## src/rtl/riscv_core_branch_predictor.sv

```systemverilog
// Fetch-stage branch predictor: direct-mapped BTB with a 2-bit saturating counter per entry.
// Zero-latency combinational lookup on the fetch PC; trained by the EX-stage resolved outcome.
module riscv_core_branch_predictor #(
    parameter int unsigned ALEN    = 32,
    parameter int unsigned ENTRIES = 16
) (
    input  logic            i_clk,
    input  logic            i_rst_n,
    input  logic [ALEN-1:0] i_if_pc,
    output logic            o_valid,
    output logic            o_taken,
    output logic [ALEN-1:0] o_target,
    input  logic            i_upd_en,
    input  logic [ALEN-1:0] i_upd_pc,
    input  logic            i_upd_branch,
    input  logic            i_upd_jump,
    input  logic            i_upd_taken,
    input  logic [ALEN-1:0] i_upd_target
);

    localparam int unsigned INDEX_BITS = $clog2(ENTRIES);
    localparam int unsigned TAG_BITS   = ALEN - INDEX_BITS - 1;

    logic                r_valid  [ENTRIES];
    logic [TAG_BITS-1:0] r_tag    [ENTRIES];
    logic [ALEN-1:0]     r_target [ENTRIES];
    logic [1:0]          r_ctr    [ENTRIES];
    logic                r_jump   [ENTRIES];

    logic [INDEX_BITS-1:0] w_if_idx;
    logic [TAG_BITS-1:0]   w_if_tag;
    logic                  w_if_hit;

    logic [INDEX_BITS-1:0] w_upd_idx;
    logic [TAG_BITS-1:0]   w_upd_tag;
    logic                  w_upd_hit;
    logic                  w_wr_en;
    logic [ALEN-1:0]       w_wr_target;
    logic [1:0]            w_wr_ctr;
    logic                  w_wr_jump;

    // PCs are halfword aligned, so bit 0 never selects anything
    logic w_unused;
    assign w_unused = i_if_pc[0] ^ i_upd_pc[0];

    // Lookup: no bypass from a same-cycle update
    assign w_if_idx = i_if_pc[INDEX_BITS:1];
    assign w_if_tag = i_if_pc[ALEN-1:INDEX_BITS+1];
    assign w_if_hit = r_valid[w_if_idx] && (r_tag[w_if_idx] == w_if_tag);

    assign o_valid  = w_if_hit;
    assign o_taken  = w_if_hit && (r_jump[w_if_idx] || r_ctr[w_if_idx][1]);
    assign o_target = w_if_hit ? r_target[w_if_idx] : '0;

    assign w_upd_idx = i_upd_pc[INDEX_BITS:1];
    assign w_upd_tag = i_upd_pc[ALEN-1:INDEX_BITS+1];
    assign w_upd_hit = r_valid[w_upd_idx] && (r_tag[w_upd_idx] == w_upd_tag);

    // Training decision; an update flagged as both or neither kind is dropped
    always_comb begin
        w_wr_en     = 1'b0;
        w_wr_target = r_target[w_upd_idx];
        w_wr_ctr    = r_ctr[w_upd_idx];
        w_wr_jump   = r_jump[w_upd_idx];
        if (i_upd_en && (i_upd_branch ^ i_upd_jump)) begin
            if (i_upd_jump) begin
                w_wr_en     = 1'b1;
                w_wr_target = i_upd_target;
                w_wr_jump   = 1'b1;
                w_wr_ctr    = 2'b11;
            end else if (w_upd_hit && !r_jump[w_upd_idx]) begin
                w_wr_en = 1'b1;
                if (i_upd_taken) begin
                    w_wr_target = i_upd_target;
                    w_wr_ctr    = (r_ctr[w_upd_idx] == 2'b11) ? 2'b11 : r_ctr[w_upd_idx] + 2'd1;
                end else begin
                    w_wr_ctr    = (r_ctr[w_upd_idx] == 2'b00) ? 2'b00 : r_ctr[w_upd_idx] - 2'd1;
                end
            end else if (w_upd_hit) begin
                w_wr_en     = 1'b1;
                w_wr_jump   = 1'b0;
                w_wr_target = i_upd_target;
                w_wr_ctr    = i_upd_taken ? 2'b10 : 2'b01;
            end else if (i_upd_taken) begin
                w_wr_en     = 1'b1;
                w_wr_jump   = 1'b0;
                w_wr_target = i_upd_target;
                w_wr_ctr    = 2'b10;
            end
        end
    end

    // Table storage; reset wins over a coincident update
    always_ff @(posedge i_clk) begin
        if (!i_rst_n) begin
            for (int unsigned i = 0; i < ENTRIES; i++) begin
                r_valid[i]  <= 1'b0;
                r_tag[i]    <= '0;
                r_target[i] <= '0;
                r_ctr[i]    <= 2'b01;
                r_jump[i]   <= 1'b0;
            end
        end else if (w_wr_en) begin
            r_valid[w_upd_idx]  <= 1'b1;
            r_tag[w_upd_idx]    <= w_upd_tag;
            r_target[w_upd_idx] <= w_wr_target;
            r_ctr[w_upd_idx]    <= w_wr_ctr;
            r_jump[w_upd_idx]   <= w_wr_jump;
        end
    end

endmodule

```

## config.mk

```make
export PLATFORM = sky130hd
export DESIGN_NAME = riscv_core_branch_predictor
export DESIGN_NICKNAME = d
export VERILOG_FILES = /design/src/rtl/riscv_core_branch_predictor.sv
export SDC_FILE = /design/constraint.sdc
export NUM_CORES = 2
export LEC_CHECK = 0
export BUFFER_PORTS_ARGS = -buffer_cell sky130_fd_sc_hd__buf_2
export CAP_MARGIN = 20
export CELL_PAD_IN_SITES_DETAIL_PLACEMENT = 2
export CELL_PAD_IN_SITES_GLOBAL_PLACEMENT = 2
export CORE_UTILIZATION = 39
export DETAILED_ROUTE_END_ITERATION = 12
export PLACE_DENSITY_LB_ADDON = 0.1
export REMOVE_ABC_BUFFERS = 1
export SLEW_MARGIN = 20
export SYNTH_ARGS = -nofsm -noshare
export SYNTH_HDL_FRONTEND = slang
export SYNTH_SLANG_ARGS = --single-unit
```

## constraint.sdc

```tcl
create_clock -name i_clk -period 11.6 [get_ports i_clk]
set_clock_uncertainty 0.1 [all_clocks]
set_input_delay 1.74 -clock i_clk [delete_from_list [all_inputs] [get_ports i_clk]]
set_output_delay 1.74 -clock i_clk [all_outputs]
set_load 0.01 [all_outputs]
```

# Word level (Yosys, flattened, before mapping)
# Memories as Yosys holds them, arrays and structs flattened.
# Cells that the tools add are included.
# word_totals
ff_bits	0
mem_bits_rw	1008
inputBits	102
out_inout_bits	34
wordCells	68
memories	5
# memory_table
memory	depth	width	rd	rd_clocked_by_memory_dff	write_ports	line_no	text
r_target	16	32	2	0	16	26	logic [ALEN-1:0] r_target [ENTRIES];
r_tag	16	27	2	0	16	25	logic [TAG_BITS-1:0] r_tag [ENTRIES];
r_ctr	16	2	2	0	16	27	logic [1:0] r_ctr [ENTRIES];
r_jump	16	1	2	0	16	28	logic r_jump [ENTRIES];
r_valid	16	1	2	0	16	24	logic r_valid [ENTRIES];
# classes
add_sub_neg	2
n_eq_ne	3
n_mux	44
n_bitwise	1
n_reduce_logical	13
# op_table
operator	n
32-bit two-way mux	7
27-bit == test	2
32-bit OR reduction	1
27-bit two-way mux	1
27-bit OR reduction	1
1-bit two-way mux	21
2-bit two-way mux	10
4-bit two-way mux	5
1-bit logical AND	5
2-bit by 1-bit adder with 2-bit output, second input constant	1
2-bit == test, second input constant	1
2-bit logical NOT	1
1-bit OR reduction	2
2-bit OR reduction	1
2-bit by 1-bit subtractor with 2-bit output, second input constant	1
1-bit logical NOT	1
1-bit logical OR	1
1-bit bitwise XOR	1

# Depth between registers and ports, before layout
# An unclocked memory read counts as a cell.
# logic_depth
ltp_word	12
ltp_mapped	17
mapped_depth_nobuf	9

# Least setup slack after synthesis
# Ideal clock, no wire load.
# synth_path
path_type	input port to output port
start	input i_if_pc[1]
end	output o_taken
arrival_ns	4.998
required_ns	9.760
setup_slack_ns	4.762
path_stages	11
n_path_buf	4
cell_sequence	clkbuf_1 buf_1 buf_1 mux4_2 mux4_2 xnor2_1 nand4_1 nor4_1 clkbuf_1 nand2_1 nor2_1
# synth_between
elab_chain_len	4
elab_cells_between_ends	8
cone_classes	eq/ne (1); reduce/logical (3); memory (4)
# synth_lines
element	line_no	text
start: declaration	9	input logic [ALEN-1:0] i_if_pc,
memory read 16 x 27 bit	n/a	
27-bit == test	49	assign w_if_hit = r_valid[w_if_idx] && (r_tag[w_if_idx] == w_if_tag);
1-bit logical AND	49	
1-bit logical AND (*)	52	assign o_taken = w_if_hit && (r_jump[w_if_idx] || r_ctr[w_if_idx][1]);
end: declaration	11	output logic o_taken,
# Mark *: on every way between the ends. The rest lies on a longest branch, timed or not.

==> run metrics <==
run status=finished clean; flop-to-flop setup slack=4.87 ns; final WL=approximately 210 mm; first-pass GRT wire length=approximately 300 mm; Routability Congestion=about 0.80; fill count=12800; Final Critical Period=8.38 ns; #FFs+latches synth=1008; share of layout cells above drive strength 1=30.9%; slew margin rel.=between 20 and 30%; final hold vios=0; Worst Path Arrival=between 8 and 9 ns; CTS tree=done; cts hold-fix bufs=0; count leader, synth=edfxtp_1; Seq. cell area=0.0299 mm2; synth top area cells=edfxtp_1 (54%), mux4_2 (24%), a21oi_1 (4.7%); largest net degree at the start of global routing=87; Tcrit/Tclk final=72.3%; Final Max Slew Viols=0; Least-Margin Pin Slew=1.11 ns; Die X=approximately 370 um; Cell Rows=about 140; total global routing overflow=0; maximum vdd ir drop=0.117 mV; global route hottest layer=met2; total CTS buffers=around 120; commonest register cell after synthesis=edfxtp_1; Worst path top cell family by delay=buffers and inverters; detailed-route DRC error count=0; Crit Reg-Reg Startpoint=r_tag[15][24]$_SDFFCE_PN0P_; total track usage=30.7%; met1 Use GR=43.0%; remaining antenna violation count after routing=0; die area=0.139 mm2; wire per inst=39.9 um; P per Cell Area=between 150 and 200 mW/mm2; setup TNS=0 ns; crit-path most repeated cell=buf_4; First DRT Iteration DRCs=4059; Leakage=roughly 20 nW; setup violation total in the final timing report=0; initial antenna violation count=10; starting density of the core=39.5%; CTS resizes=0; Critical Path Source Type=input port; Sink Count=1008; Area Growth Syn to Fin=11.8%; root buffer cell=clkbuf_16; die height=373 um; setup repair bufs after CTS=0; Setup WS pre-CTS=2.70 ns; synthesized area per cell=around 15 um2; CP max stage delay=0.87 ns; Worst Hold Class=reg2reg; I/O pin count=136; Vias per Instance=6.70; Worst Setup SP=i_upd_pc[1]; CP Class=in2reg; CP required=11.92 ns; clk slew on worst S/H paths=around 0.060 ns; area occupied by multi-input gates=approximately 0.022 mm2; Distinct cells, synth=66; vias in the first global route=38600; synth warn=0; Layout Nets=about 3600; ranking of synthesized cells by instance count=edfxtp_1 (976), mux4_2 (563), a21oi_1 (500); Post-synth EDFFs=976; WP buf/inv=6; RSZ-0062 raised after global routing=no; slowest CP cell=a2111oi_0; hold_sp=r_valid[0]$_DFF_P_; later-pin clock latency in the skew report=0.76 ns; asr flop ratio synth=0%; M2 GR Usage=about half; CORE AREA=between 0.1 and 0.15 mm2; port bufs=approximately 130; Final WS setup=3.22 ns; largest buffer count on any clock path=3; Synth Instances=3530; post-synth top area share=~54%; post-DP HPWL=122 mm; grt met3 use=under 10%; Yosys top cell by area=edfxtp_1; First-pass DRT Iterations=5; Seq/Total Area, Yosys=55.7%; via count=roughly 36000; worst-path maximum fanout=between 50 and 60; CP Cell Sequence=buf_8, inv_2, buf_4, mux2i_1, o22ai_1, a2111oi_0, a31oi_1, nor4_2, a21boi_4, buf_4, or3_4, buf_4, nand2_4, buf_12; CP Capture Type=flip-flop; FMAX=119 MHz; max-cap violation count=0; Cell Area, Synth=0.0538 mm2; H-tree depth=3
-- flip-flops by register name (all words and copies together), names as in the netlist --
signal	count
r_ctr	32
r_tag	432
r_jump	16
r_valid	16
r_target	512
-- power breakdown --
part           internal [mW]  switching, mW
Clock                   2.35           1.64
Sequential              4.15         0.0931
Combinational          0.415          0.670
Total                   6.91           2.41
-- area by class of cell --
type	count	area share (%)
antenna	5	0.0208
clock buffer	136	5.13
clock inverter	85	1.65
inverter	14	0.0915
multi-input combinational	2118	36.9
sequential	1008	49.8
tap	1781	3.71
timing repair buffer	230	2.68
-- tightest hold or removal path, cell delays in order, from the launching register on --
cell and delay [ns]:
dfxtp_1 0.32, nand2_1 0.06, nand2_1 0.04
-- cells by family after synthesis --
family,Yosys count,synth area share (%)
flops,1008,55.7
simple gates,745,7.47
mux,667,25.5
compound gates,651,6.92
buf+inv,404,3.51
xor+xnor,55,0.895
-- placed cells by master, fill, tap and decap left out, types with 20 or more instances in the layout --
master,Yosys,routed
clkbuf_16,0,121
clkinv_2,0,24
o21ai_2,30,32
edfxtp_1,976,976
nand3_1,44,44
xnor2_1,52,52
dfxtp_1,32,32
mux2i_1,93,93
and2_1,292,292
clkinv_1,5,28
mux4_2,563,563
bufinv_16,0,20
nand4_1,20,20
nand2_1,97,81
and3_1,34,34
nor2_1,187,183
buf_4,15,87
buf_2,131,125
a21oi_2,28,28
a21oi_1,500,500
-- through the flow --
stage	utilization (%)	hold WS [ns]	instances	total power, mW	cell area, um2
after floorplan	-	0.329	3140	4.85	52000
after global placement	41.2	0.345	5151	5.34	56000
after detailed placement	41.2	0.355	5151	5.39	56000
after CTS	44.2	0.367	5372	9.36	60100
after global routing	44.2	0.387	5373	9.54	60100
final	44.2	0.365	5377	9.31	60100
-- layer usage --
layer  wire, um  vias up
li1           -    14000
met1      89800    20000
met2     105000     1732
met3      14900      339
met4       5260        0
met5          0        -
-- final timing paths --
path	to	cells past startpoint
max	r_target[6][1]$_SDFFCE_PN0P_	14
min	r_valid[0]$_DFF_P_	2
max reg2reg	r_target[6][1]$_SDFFCE_PN0P_	12
min reg2reg	r_valid[0]$_DFF_P_	2
Power figures use the tool's default switching activity.
